--- config.mk ---
export PLATFORM = sky130hd
export DESIGN_NAME = rf_spi_arbiter
export DESIGN_NICKNAME = d
export VERILOG_FILES = /design/src/rtl/rf_spi_arbiter.sv
export SDC_FILE = /design/constraint.sdc
export NUM_CORES = 1
export LEC_CHECK = 0
export ABC_AREA = 1
export CAP_MARGIN = 20
export CORE_UTILIZATION = 48
export CTS_CLUSTER_DIAMETER = 150
export DETAILED_ROUTE_END_ITERATION = 10
export PLACE_DENSITY = 0.89
export RECOVER_POWER = 25
export SKIP_LAST_GASP = 1
export SYNTH_ARGS = -nofsm -noshare
export SYNTH_HDL_FRONTEND = slang
export SYNTH_SLANG_ARGS = --single-unit
--- constraint.sdc ---
create_clock -name clk -period 2.9 [get_ports clk]
set_input_delay 0.29 -clock clk [delete_from_list [all_inputs] [get_ports clk]]
set_output_delay 0.29 -clock clk [all_outputs]
set_load 0.01 [all_outputs]
--- src/rtl/rf_spi_arbiter.sv ---
// rf_spi_arbiter: shares the RF transceiver SPI command port between requesters.
// Grants are round-robin, with an optional lock for bursts. One command is issued,
// completion is awaited under a watchdog, and the response is routed to the winner.
module rf_spi_arbiter #(
    parameter int NREQ    = 3,
    parameter int ADDR_W  = 10,
    parameter int DATA_W  = 8,
    parameter int TIMEOUT = 1023
) (
    input  logic                   clk,
    input  logic                   rst,
    input  logic [NREQ-1:0]        req_valid,
    input  logic [NREQ-1:0]        req_lock,
    input  logic [2*NREQ-1:0]      req_mode,
    input  logic [ADDR_W*NREQ-1:0] req_addr,
    input  logic [DATA_W*NREQ-1:0] req_wdata,
    output logic [NREQ-1:0]        req_ready,
    output logic [NREQ-1:0]        rsp_valid,
    output logic [DATA_W-1:0]      rsp_rdata,
    output logic                   rsp_err,
    output logic                   rf_c_en,
    output logic [1:0]             rf_mode,
    output logic [ADDR_W-1:0]      rf_addr,
    output logic [DATA_W-1:0]      rf_data,
    input  logic                   rf_ready,
    input  logic [DATA_W-1:0]      rf_rdata,
    output logic                   busy,
    output logic [1:0]             grant_id
);
    localparam int              WD_W   = $clog2(TIMEOUT + 1);
    localparam logic [WD_W-1:0] WD_MAX = WD_W'(TIMEOUT);
    localparam logic [1:0]      LAST   = 2'(NREQ - 1);

    typedef enum logic [1:0] {IDLE, ISSUE, WAIT, RESP} state_t;

    state_t            state, state_nxt;
    logic [1:0]        ptr, lock_owner, winner, cand;
    logic              lock_active, lock_lat, found, lock_drop, wait_done;
    logic [WD_W-1:0]   wd;
    logic [3:0]        valid4, ready4, rspv4;
    logic [1:0]        sel_mode;
    logic [ADDR_W-1:0] sel_addr;
    logic [DATA_W-1:0] sel_wdata;
    logic              sel_lock;

    // Pad request vector to 4 lanes so 2-bit indices are always in range
    always_comb valid4 = 4'(req_valid);

    // WAIT ends on completion, or on watchdog expiry; completion wins a tie
    always_comb wait_done = rf_ready || (wd == WD_MAX);

    // Winner selection: lock owner while a lock is held, else first valid from ptr
    always_comb begin
        found     = 1'b0;
        winner    = '0;
        lock_drop = 1'b0;
        cand      = '0;
        if (lock_active) begin
            if (valid4[lock_owner]) begin
                found  = 1'b1;
                winner = lock_owner;
            end else begin
                lock_drop = 1'b1;
            end
        end else begin
            for (int unsigned k = 0; k < NREQ; k++) begin
                cand = 2'((32'(ptr) + k) % NREQ);
                if (!found && valid4[cand]) begin
                    found  = 1'b1;
                    winner = cand;
                end
            end
        end
    end

    // Request field mux for the selected winner
    always_comb begin
        sel_mode  = '0;
        sel_addr  = '0;
        sel_wdata = '0;
        sel_lock  = 1'b0;
        for (int unsigned k = 0; k < NREQ; k++) begin
            if (winner == 2'(k)) begin
                sel_mode  = req_mode[2*k +: 2];
                sel_addr  = req_addr[ADDR_W*k +: ADDR_W];
                sel_wdata = req_wdata[DATA_W*k +: DATA_W];
                sel_lock  = req_lock[k];
            end
        end
    end

    // State register
    always_ff @(posedge clk or posedge rst) begin
        if (rst) state <= IDLE;
        else     state <= state_nxt;
    end

    // Next-state logic
    always_comb begin
        state_nxt = state;
        case (state)
            IDLE:    if (found) state_nxt = ISSUE;
            ISSUE:   state_nxt = WAIT;
            WAIT:    if (wait_done) state_nxt = RESP;
            RESP:    state_nxt = IDLE;
            default: state_nxt = IDLE;
        endcase
    end

    // Output decode; req_ready is combinational, so it is also held low during reset
    always_comb begin
        ready4 = '0;
        rspv4  = '0;
        if (state == IDLE && found && !rst) ready4[winner] = 1'b1;
        if (state == RESP) rspv4[grant_id] = 1'b1;
        req_ready = ready4[NREQ-1:0];
        rsp_valid = rspv4[NREQ-1:0];
        rf_c_en   = (state == ISSUE);
        busy      = (state != IDLE);
    end

    // Datapath: grant latching, pointer/lock tracking, watchdog and response capture
    always_ff @(posedge clk or posedge rst) begin
        if (rst) begin
            ptr         <= '0;
            grant_id    <= '0;
            lock_owner  <= '0;
            lock_active <= 1'b0;
            lock_lat    <= 1'b0;
            wd          <= '0;
            rf_mode     <= '0;
            rf_addr     <= '0;
            rf_data     <= '0;
            rsp_rdata   <= '0;
            rsp_err     <= 1'b0;
        end else begin
            case (state)
                IDLE: begin
                    if (lock_drop) lock_active <= 1'b0;
                    if (found) begin
                        grant_id <= winner;
                        ptr      <= (winner == LAST) ? 2'd0 : winner + 2'd1;
                        rf_mode  <= sel_mode;
                        rf_addr  <= sel_addr;
                        rf_data  <= sel_wdata;
                        lock_lat <= sel_lock;
                    end
                end
                ISSUE: wd <= '0;
                WAIT: begin
                    if (wait_done) begin
                        rsp_rdata   <= (rf_ready && !rf_mode[0]) ? rf_rdata : '0;
                        rsp_err     <= !rf_ready;
                        // Latched lock bit of this access decides whether the lock persists
                        lock_active <= lock_lat;
                        if (lock_lat) lock_owner <= grant_id;
                    end else begin
                        wd <= wd + 1'b1;
                    end
                end
                default: ;
            endcase
        end
    end
endmodule

==> results.yml <==
cts:
  cts_resized: 2
  cts_max_level: 2
  clk_pin_slew_ns: 0.09
  clock-sinks: 49
  cts_root_buf: "clkbuf_8"
  clockBufferDepth: 2
  hold_buffers: 0
  cts_tree: "built"
  numCtsBuffers: 5
  insertion_delay_ns: 0.30
  post-cts-setup-buffers: 0
cells_and_area:
  num_antenna_cells: 0
  multiInputGateArea_um2: 1540
  n_fill_cell: 470
  layout-drive-gt1-share_pct: 7.42
  mostFrequentLayoutCells: "nand2_1, clkdlybuf4s50_1, nand3_1"
  nets: 625
  area_growth_pct: 45.3
  fin_util_pct: 72.9
  postLayoutCellArea_um2: 4340
  register_area_um2: 1230
  layout.cells.non_filler: 614
  final_common_cell: "nand2_1"
pwr:
  power_density_nw_per_um2: 983
  p_leak_nw: 2.17
  peakVddDrop_mv: 0.582
  power_mw: 4.27
detailed_routing:
  drt-total-wl_um: 8410
  drtAntennaViolNets: 0
  routed_via_density: 5.26
  detail_route.iter0.violations: 255
  drtPass1Iterations: 6
  dr_wl_met3_um: 535
  wire_per_inst_um: 13.7
  drc: 0
  topRoutingLayerUsed: "met4"
  wl_met1_um: 3630
  via_count: 3229
  wl_met2_um: 4100
critical_path:
  critical_path_arrival_ns: 2.21
  critPathCaptureType: "output port"
  required_ns: 2.61
  cp-start-kind: "flip-flop"
  r2r_slack_ns: 0.49
  r2r_cells: 14
  timing_worst_setup_path_type: "reg2out"
  path_max_fanout: 8
placed_design:
  post_dp_cell_area_um2: 4210
  dp.cells: 606
  port_buffers: 115
  dpl.hpwl_um: 6200
  place_ws_ns: 0.223
  globalplace.congestion: 0.902
global_routing:
  grt_overflow: 0
  grt_pass1_vias: 2784
  antenna_found_initial: 0
  track_usage_pct: 25.6
  grt_pass1_wl_um: 13000
  grt_max_degree: 50
timing:
  setup_violations: 0
  timing.final.ws_setup_ns: 0.396
  report.final.slew_viol_count: 0
  rsz0062_at_grt: "no"
  fin_skew_ns: 0.00570
  fin_crit_ns: 2.50
  fmax_ghz: 0.399
  worst_slew_pin_slew_ns: 1.21
  finalSetupTns_ns: 0
  relSlewSlack_pct: 19.5
  whs_ns: 0.485
  finalHoldViolCount: 0
  period_share_pct: 86.3
yosys:
  synth.avg_cell_area_um2: 7.09
  synthDistinctLibCells: 28
  synthSimpleGateAreaFrac_pct: 40.4
  synth_cells: 422
  synthMuxAreaShare_pct: 0
  synth_compound_area_share_pct: 5.56
  synth_nets: 509
  synth_area_um2: 2990
  synth_seq_cells: 49
  synth_top_family_by_area: "simple AND/OR/NAND/NOR gates"
  ys_seq_area_share_pct: 41.0
  yosysWarnings: 0
  synthXorXnorAreaFrac_pct: 0.879
  synth_adder_area_share_pct: 4.18
floorplan:
  core_area_um2: 5960
  die_x_um: 80.9
  rows: 28
  io_pins: 116
  die_area_um2: 6550
  initial_core_util_pct: 50.2
  die_y_um: 80.9
run:
  max-cap-violations: 0
status:
  status: "complete, no violations"
min_path:
  hp-class: "reg2reg"
  hold_depth: 2
-- worst max-delay path, cell delays in order (launching register included) --
cell and delay (ns):
dfrtp_1 0.43, inv_1 0.11, ha_2 0.23, inv_1 0.06, nand2_1 0.08, nand2_1 0.05
nand2_1 0.05, nand2_1 0.09, nand4_1 0.11, nand2_2 0.08, nand2_4 0.11, nand2_4 0.09
nor3_1 0.20, dlymetal6s2s_1 0.21
-- layout make-up --
| type | count | share of cell area [%] |
|---|---|---|
| inverter | 43 | 3.77 |
| timing repair buffer | 121 | 27.6 |
| tap | 75 | 2.16 |
| multi-input combinational | 318 | 35.5 |
| clock inverter | 3 | 1.07 |
| clock buffer | 5 | 1.58 |
| sequential | 49 | 28.2 |
-- path summary, 6_finish.rpt --
| path | startpoint | to |
|---|---|---|
| worst max-delay path | ptr[1]$_DFFE_PP0P_ | req_ready[0] |
| worst min-delay path | rf_data[0]$_DFFE_PP0P_ | rf_data[0]$_DFFE_PP0P_ |
| worst max register to register | ptr[1]$_DFFE_PP0P_ | rf_data[5]$_DFFE_PP0P_ |
| worst min register to register | rf_data[0]$_DFFE_PP0P_ | rf_data[0]$_DFFE_PP0P_ |
| max in group asynchronous | rst | ptr[0]$_DFFE_PP0P_ |
| min in group asynchronous | rst | rf_data[7]$_DFFE_PP0P_ |
-- flip-flops by register name (all words and copies together), names as in the netlist --
signal / cells
state: 2
lock_lat: 1
lock_active: 1
rf_addr: 10
rf_data: 8
lock_owner: 2
rsp_err: 1
ptr: 2
rsp_rdata: 8
wd: 10
grant_id: 2
rf_mode: 2
-- layer usage --
metal / vias to the layer above / GRT usage, %
li1: 1593 / -
met1: 1506 / 34.3
met2: 117 / 41.8
met3: 13 / 4.94
met4: 0 / 7.86
met5: - / 0
-- power by group --
part	total (mW)	internal [mW]	switching, mW	leakage [nW]
clock network	0.494	0.258	0.236	0.0543
registers	1.13	0.957	0.177	0.629
logic	2.64	1.12	1.52	1.49
total	4.27	2.33	1.93	2.17
-- kinds of logic (layout without fill, tap and decap cells) --
family,after synthesis,after routing
fa+ha+maj,10,10
compound gates,32,32
flops,49,49
simple gates,273,273
xor+xnor,3,3
buf+inv,55,172
-- Yosys cell counts --
master,n,area share [%]
a21oi_1,6,1.0
buf_4,4,1.0
nor2_4,1,0.38
buf_2,6,1.0
nand4_1,11,2.3
o21ai_1,4,0.67
nor2_2,2,0.42
buf_6,1,0.38
o21ai_0,18,3.0
ha_1,10,4.2
o22ai_1,2,0.42
nand2_4,2,0.75
clkbuf_1,1,0.13
nor2_1,41,5.1
nand3_1,63,11
nand2_2,6,1.3
nor3_1,6,1.0
xor2_1,3,0.88
o211ai_1,1,0.25
a31oi_1,1,0.21
nand2_1,132,17
inv_4,1,0.21
dfrtp_1,49,41
nand3_2,1,0.33
or2_0,2,0.42
or2_2,6,1.3
inv_1,38,4.8
inv_2,4,0.50
Note: power is estimated with default switching activity, not from simulation.
